[config.mk]
export PLATFORM = sky130hd
export DESIGN_NAME = oser_pattern_gen
export DESIGN_NICKNAME = d
export VERILOG_FILES = /design/src/rtl/oser_pattern_gen.sv
export SDC_FILE = /design/constraint.sdc
export NUM_CORES = 1
export LEC_CHECK = 0
export ABC_AREA = 0
export CAP_MARGIN = 15
export CORE_ASPECT_RATIO = 0.5
export CORE_MARGIN = 10
export CORE_UTILIZATION = 40
export DETAILED_ROUTE_END_ITERATION = 6
export PLACE_DENSITY = 0.57
export SETUP_SLACK_MARGIN = 0.2
export SYNTH_ARGS = -nofsm -noshare
export SYNTH_HDL_FRONTEND = slang
export SYNTH_SLANG_ARGS = --single-unit
[constraint.sdc]
create_clock -name clk_i -period 2.9 [get_ports clk_i]
set_input_delay 0.58 -clock clk_i [delete_from_list [all_inputs] [get_ports clk_i]]
set_output_delay 0.58 -clock clk_i [all_outputs]
set_load 0.01 [all_outputs]
[src/rtl/oser_pattern_gen.sv]
// Multi-channel soft serializer with built-in pattern source (ALT/WALK/PRBS7/COUNT/EXT).
// One bit per clk_i edge, RATIO bits per frame per channel, LSB first.
module oser_pattern_gen #(
   parameter int unsigned CH       = 4,
   parameter int unsigned RATIO    = 8,
   parameter bit          IDLE_LVL = 1'b0
) (
   input  logic                clk_i,
   input  logic                nrst_i,
   input  logic                en_i,
   input  logic [2:0]          mode_i,
   input  logic [CH*RATIO-1:0] data_i,
   input  logic                data_valid_i,
   output logic                data_ready_o,
   input  logic                clr_i,
   output logic [CH-1:0]       q_o,
   output logic                oe_o,
   output logic                pclk_o,
   output logic                frame_o,
   output logic                underrun_o
);

   localparam int unsigned      BW     = (RATIO > 2) ? $clog2(RATIO) : 1;
   localparam logic [BW-1:0]    BMax   = BW'(RATIO - 1);
   localparam logic [BW-1:0]    BHalf  = BW'(RATIO / 2);
   localparam logic [RATIO-1:0] OneW   = {{(RATIO-1){1'b0}}, 1'b1};
   localparam logic [RATIO-1:0] IdleW  = {RATIO{IDLE_LVL}};
   localparam logic [RATIO-1:0] AltW   = {(RATIO/2){2'b10}};

   localparam logic [2:0] ModeAlt   = 3'd0;
   localparam logic [2:0] ModeWalk  = 3'd1;
   localparam logic [2:0] ModePrbs  = 3'd2;
   localparam logic [2:0] ModeCount = 3'd3;
   localparam logic [2:0] ModeExt   = 3'd4;

   logic [BW-1:0]              bcnt_q, bcnt_d;
   logic [15:0]                fcnt_q;
   logic                       boundary, run, ext_req;
   logic [CH-1:0][RATIO-1:0]   word, sr_q, prbs_word;
   logic [CH-1:0][6:0]         lfsr_q, lfsr_adv;
   logic [CH-1:0]              q_q;
   logic                       oe_q, pclk_q, frame_q, underrun_q;

   assign boundary     = (bcnt_q == BMax);
   assign bcnt_d       = boundary ? '0 : bcnt_q + 1'b1;
   assign run          = en_i && (mode_i <= ModeExt);
   assign ext_req      = boundary && en_i && (mode_i == ModeExt);
   assign data_ready_o = ext_req;

   // Unrolled PRBS7: word bit k is the output taken before step k.
   always_comb begin
      lfsr_adv  = lfsr_q;
      prbs_word = '0;
      for (int c = 0; c < int'(CH); c++) begin
         for (int k = 0; k < int'(RATIO); k++) begin
            prbs_word[c][k] = lfsr_adv[c][6];
            lfsr_adv[c]     = {lfsr_adv[c][5:0], lfsr_adv[c][6] ^ lfsr_adv[c][5]};
         end
      end
   end

   always_comb begin
      word = '0;
      for (int c = 0; c < int'(CH); c++) begin
         if (!run) begin
            word[c] = IdleW;
         end else begin
            case (mode_i)
               ModeAlt:   word[c] = AltW;
               ModeWalk:  word[c] = OneW << ((32'(fcnt_q) + unsigned'(c)) % RATIO);
               ModePrbs:  word[c] = prbs_word[c];
               ModeCount: word[c] = fcnt_q[RATIO-1:0];
               ModeExt:   word[c] = data_valid_i ? data_i[c*RATIO +: RATIO] : '0;
               default:   word[c] = IdleW;
            endcase
         end
      end
   end

   always_ff @(posedge clk_i or negedge nrst_i) begin
      if (!nrst_i) begin
         bcnt_q     <= '0;
         fcnt_q     <= '0;
         sr_q       <= {CH{IdleW}};
         q_q        <= {CH{IDLE_LVL}};
         oe_q       <= 1'b0;
         pclk_q     <= 1'b0;
         frame_q    <= 1'b0;
         underrun_q <= 1'b0;
         for (int c = 0; c < int'(CH); c++) begin
            lfsr_q[c] <= 7'(c + 1);
         end
      end else begin
         bcnt_q  <= bcnt_d;
         pclk_q  <= (bcnt_d < BHalf);
         frame_q <= (bcnt_d == '0);
         if (boundary) begin
            oe_q <= run;
            for (int c = 0; c < int'(CH); c++) begin
               q_q[c]  <= word[c][0];
               sr_q[c] <= {IDLE_LVL, word[c][RATIO-1:1]};
            end
            if (run) begin
               fcnt_q <= fcnt_q + 16'd1;
            end
            if (run && (mode_i == ModePrbs)) begin
               lfsr_q <= lfsr_adv;
            end
         end else begin
            for (int c = 0; c < int'(CH); c++) begin
               q_q[c]  <= sr_q[c][0];
               sr_q[c] <= {IDLE_LVL, sr_q[c][RATIO-1:1]};
            end
         end
         // A new underrun wins over a simultaneous clear.
         if (ext_req && !data_valid_i) begin
            underrun_q <= 1'b1;
         end else if (clr_i) begin
            underrun_q <= 1'b0;
         end
      end
   end

   assign q_o        = q_q;
   assign oe_o       = oe_q;
   assign pclk_o     = pclk_q;
   assign frame_o    = frame_q;
   assign underrun_o = underrun_q;

endmodule
==> metrics.cfg, run 1 <==
[outcome]
status = finished clean

[die]
core.rowCount = 26
chipHeight_um = 91.8
io_pins = 49
die_area_mm2 = 0.0150
die_w_um = 164
initial_core_util_pct = 40.8
core-area_mm2 = 0.0101

[layout]
final_cell_area_mm2 = 0.00511
nNetsFinal = 527
fill_cells = 951
area_growth_pct = 23.8
drive_above_1_share_pct = 11.6
diodes = 0

[routing]
routed_wl_um = 11700
drc = 0
ant_nets = 0
first_iter_violations = 408
via_per_inst = 5.43
vias = 3378
dr.pass1.iters = 7
wl_per_cell_um = 18.8

[setup_path]
crit_family = buffers and inverters
cp-end-kind = output pin
crit_type = in2out
crit_chain = clkdlybuf4s50_1, nor4_4, buf_4, clkdlybuf4s50_1
critPathBufInv = 3
crit_slowest_cell = clkdlybuf4s50_1
worstPathMaxFanout = 2
required_ps = 2320
critPathLaunchType = input port
max_stage_delay_ps = 520
cp_common_cell = clkdlybuf4s50_1
worstPathArrival_ps = 2060

[timing]
fmax_mhz = 379
rsz0062_at_grt = false
layout_setup_ws_ps = 258
setup_viol = 0
finalSetupTns_ps = 0
skew_ps = 6.31
max_slew_margin_pct = 35.6
tightest_slew_ps = 966
drv_slew = 0
finalHoldViolations = 0
period_share_pct = 91.1
period_needed_ps = 2640

[yosys]
syn_inst = 430
synth_common_cells = dfrtp_1 (70), inv_1 (44), a21oi_1 (34)
syn_avg_cell_area_um2 = 9.59
yosysWarningCount = 0
synth_area_leaders = dfrtp_1 (42%), xnor2_1 (5.3%), a21oi_1 (4.1%)
synth_cell_types = 49
synth_edf_count = 0
synth_flop_cell = dfrtp_1
yosys.cell_count.top_type = dfrtp_1
ys_ff_latch = 75
ys_async_sr_fraction_pct = 100
syn_nets = 480
synth.top_cell.area_share_pct = 42.5
yosysSeqAreaShare_pct = 45.6
synth_area_mm2 = 0.00413
yosys.area.top_type = dfrtp_1

[grt]
grt_pass1_wl_um = 18400
overflow = 0
antenna_found_initial = 0
grt_pass1_vias = 3213
globalRouteTotalUtil_pct = 15.8
grt_max_degree = 76

[clock_network]
cts_buffers = 9
h-tree-depth = 3
tritoncts = done
root_buffer = clkbuf_16
cts.clk_slew.worst_paths_ps = 60
ctsHoldBuffers = 0
cts_buffer_depth = 2
cts.sinks = 75
postCtsSetupBuffers = 0
clk_latency_ps = 340

[run]
maxCapViolCount = 0

[min_path]
hold_path_class = in2async

[power]
p_leak_nw = 2.13
powerDensity_mw_per_mm2 = 622
ir_drop_uv = 288

[place]
gp_congestion = 0.875
portBuffers = 48
dpl.hpwl_um = 8550
pre_cts_ws_ps = 167
place_area_mm2 = 0.00476

[cells in the final DEF (no fill, tap or decap), types with 2 or more instances in the layout]
| cell type | count |
|---|---|
| clkdlybuf4s50_1 | 46 |
| a21oi_1 | 34 |
| xnor2_1 | 25 |
| o21ai_0 | 25 |
| o21ai_1 | 3 |
| nor2_1 | 18 |
| dfrtp_1 | 70 |
| nand2b_1 | 14 |
| a22o_1 | 4 |
| buf_4 | 19 |
| mux2_2 | 3 |
| dfstp_2 | 5 |
| clkbuf_16 | 9 |
| a211oi_1 | 2 |
| a22oi_1 | 12 |
| a21o_1 | 4 |
| o22ai_1 | 19 |
| o221ai_1 | 9 |
| xor2_1 | 18 |
| bufinv_16 | 2 |
| nor2b_1 | 4 |
| nor4_4 | 2 |
| nor3b_2 | 2 |
| clkinv_2 | 2 |
| nand2_1 | 32 |
| a221oi_1 | 6 |
| nand3_1 | 5 |
| inv_1 | 44 |
| ha_1 | 9 |
| nor3_1 | 2 |
| a222oi_1 | 10 |
[sequential cells by signal, summed over array words and instances, names as in the netlist]
signal,flops
q_o,4
sr_q,28
underrun_o,1
frame_o,1
fcnt_q,8
oe_o,1
lfsr_q,28
pclk_o,1
bcnt_q,3
[path summary, 6_finish.rpt]
kind / startpoint / end / slack [ps] / depth (start not counted)
setup / recovery: mode_i[1] / data_ready_o / 260 / 4
hold / removal: nrst_i / frame_o / 390 / 1
setup reg to reg: bcnt_q[0] / lfsr_q[2] / 890 / 8
hold reg to reg: bcnt_q[0] / bcnt_q[0] / 460 / 1
max in group asynchronous: nrst_i / lfsr_q[12] / 1880 / 1
min in group clk_i: bcnt_q[0] / bcnt_q[0] / 460 / 1
[layout make-up]
class / count / area (µm²) / share of cell area [%]
timing repair buffer: 66 / 616 / 12.1
clock buffer: 10 / 239 / 4.68
multi-input combinational: 280 / 1940 / 37.9
tap: 140 / 175 / 3.43
clock inverter: 6 / 87.6 / 1.71
sequential: 75 / 1880 / 36.9
inverter: 45 / 171 / 3.36
[repair_timing]
| action | in CTS | in global routing |
|---|---|---|
| gates cloned | 0 | 0 |
| gates resized for setup | 1 | 5 |
| endpoints found under the setup margin | 1 | 1 |
[routing by layer]
metal / vias to the layer above / GRT usage, % / share of wire [%]
met5: - / 0 / 0
met4: 0 / 4.66 / 1.2
met3: 10 / 4.73 / 7.6
met2: 107 / 19.6 / 40
met1: 1655 / 24.8 / 51
li1: 1606 / - / -
[power by group]
part           total (mW)  leakage, nW  internal [mW]  switching (mW)
sequential           1.28        0.953           1.14           0.142
clock                1.23        0.163          0.778           0.456
combinational       0.660         1.02          0.287           0.373
total                3.18         2.13           2.20           0.972
[metrics by stage]
stage / cells / hold slack (ps) / power [mW] / util (%)
after floorplan: 430 / 284 / 1.69 / -
after global placement: 606 / 451 / 1.94 / 47.0
after detailed placement: 606 / 451 / 1.94 / 47.0
after CTS: 622 / 432 / 3.19 / 50.3
after global routing: 622 / 461 / 3.33 / 50.5
final: 622 / 393 / 3.18 / 50.5
[kinds of logic after synthesis]
kind of cell / Yosys count / share of synthesized area [%]
buf+inv: 75 / 7.92
xor+xnor: 43 / 9.13
mux: 5 / 1.33
simple gates: 88 / 11.4
fa+ha+maj: 10 / 3.03
flops: 75 / 45.6
compound gates: 134 / 21.5
Power figures use the tool's default switching activity.
==> run 2, diff against run 1 <==
- SETUP_SLACK_MARGIN: 0.2 -> unset
==> run 2 against run 1 <==
Against the previous run:
- critical path depth rose by 1
- largest power group unchanged
- count of clock-buffer cells in the layout did not move
- routed wire length rose by 0.12%
- critical path type unchanged
==> metrics.cfg, run 2 (synthesis gave the netlist of run 1 again) <==
[timing]
tightest_slew_ps = 961
fmax_mhz = 368
setup_viol = 0
finalHoldViolations = 0
finalSetupTns_ps = 0
period_needed_ps = 2720
drv_slew = 0
rsz0062_at_grt = false
period_share_pct = 93.7
skew_ps = 6.50
max_slew_margin_pct = 35.9

[die]
die_w_um = 164
core-area_mm2 = 0.0101
io_pins = 49
initial_core_util_pct = 40.8
core.rowCount = 26
die_area_mm2 = 0.0150
chipHeight_um = 91.8

[routing]
ant_nets = 0
routed_wl_um = 11700
via_per_inst = 5.44
dr.pass1.iters = 7
vias = 3382
first_iter_violations = 431
wl_per_cell_um = 18.8
drc = 0

[clock_network]
root_buffer = clkbuf_16
ctsHoldBuffers = 0
cts_buffers = 9
cts.clk_slew.worst_paths_ps = 60
cts_resized = 0
cts_buffer_depth = 2
postCtsSetupBuffers = 0
h-tree-depth = 3
cts.sinks = 75
clk_latency_ps = 340
tritoncts = done

[layout]
area_growth_pct = 23.2
postLayoutCoreUtil_pct = 50.2
drive_above_1_share_pct = 11.0
final_cell_mix = dfrtp_1 (70), clkdlybuf4s50_1 (47), inv_1 (44), a21oi_1 (34), nand2_1 (33)
fin_cells = 622
top_regs = lfsr_q (28), sr_q (28), fcnt_q (8)
layout_commonest_cell = dfrtp_1
diodes = 0
nNetsFinal = 527
final_cell_area_mm2 = 0.00508

[setup_path]
worstPathMaxFanout = 8
worstPathArrival_ps = 2140
reg2reg_setup_slack_ps = 860
crit_type = in2out
cp-end-kind = output pin
required_ps = 2320
critPathLaunchType = input port
reg2regPathDepth = 8

[run]
maxCapViolCount = 0

[place]
dp.cells = 606
portBuffers = 48
gp_congestion = 0.875
dpl.hpwl_um = 8550
place_area_mm2 = 0.00476

[power]
ir_drop_uv = 287
clockPowerShare_pct = 38.9
p_int_mw = 2.20
p_leak_nw = 2.12
switchingPower_uw = 973
swShare_pct = 30.6
seq_power_share_pct = 40.4
powerDensity_mw_per_mm2 = 625
pwr-share-comb_pct = 20.7

[outcome]
status = finished clean

[grt]
antenna_found_initial = 0
grt_pass1_wl_um = 18400
grt_pass1_vias = 3210
grt_max_degree = 76
overflow = 0
globalRouteTotalUtil_pct = 15.8

[min_path]
hold_path_class = in2async

==> run 2: changes by cell type in the layout (fill, tap and decap cells not counted), sizes merged <==
cell / delta
clkdlybuf4s50: +1
dlymetal6s2s: -1
==> run 2: final timing paths <==
kind / start / end
setup / recovery: mode_i[2] / data_ready_o
hold / removal: nrst_i / frame_o
setup reg to reg: bcnt_q[0] / lfsr_q[2]
hold reg to reg: bcnt_q[0] / bcnt_q[0]
max in group asynchronous: nrst_i / sr_q[30]
min in group clk_i: bcnt_q[0] / bcnt_q[0]
==> run 2: area by class of cell <==
class | count | area, µm²
Timing Repair Buffer | 66 | 613
Multi-Input combinational cell | 280 | 1920
Inverter | 45 | 169
Tap cell | 140 | 175
Clock inverter | 6 | 87.6
Fill cell | 954 | 5030
Clock buffer | 10 | 239
Sequential cell | 75 | 1880
==> run 2: power by group through the flow <==
stage          Sequential (mW)  Combinational, mW  Clock [mW]
3_5_place_dp              1.30              0.645           0
5_1_grt                   1.30              0.723        1.30
6_report                  1.28              0.657        1.24
2_1_floorplan             1.23              0.457           0
4_1_cts                   1.28              0.650        1.25
3_3_place_gp              1.30              0.646           0
==> run 2: critical path, cell delays in order <==
cell and delay [ps]:
clkdlybuf4s50_1 490, inv_2 100, nor4_1 270, buf_4 170
clkdlybuf4s50_1 520
==> run 2: metal layers <==
layer / share of wire [%] / vias up / routed length, µm / global-route usage (%)
met2: 39 / 102 / 4600 / 19.7
li1: - / 1603 / - / -
met4: 1.3 / 0 / 148 / 4.66
met3: 8.3 / 13 / 973 / 4.73
met1: 51 / 1664 / 5960 / 24.7
met5: 0 / - / 0 / 0
==> run 2: through the flow <==
step	setup slack (ps)	hold slack [ps]	power (mW)
finish	184	392	3.18
detailed placement	167	451	1.94
floorplan	865	284	1.69
global placement	169	451	1.94
CTS	144	432	3.19
global route	33.8	461	3.32
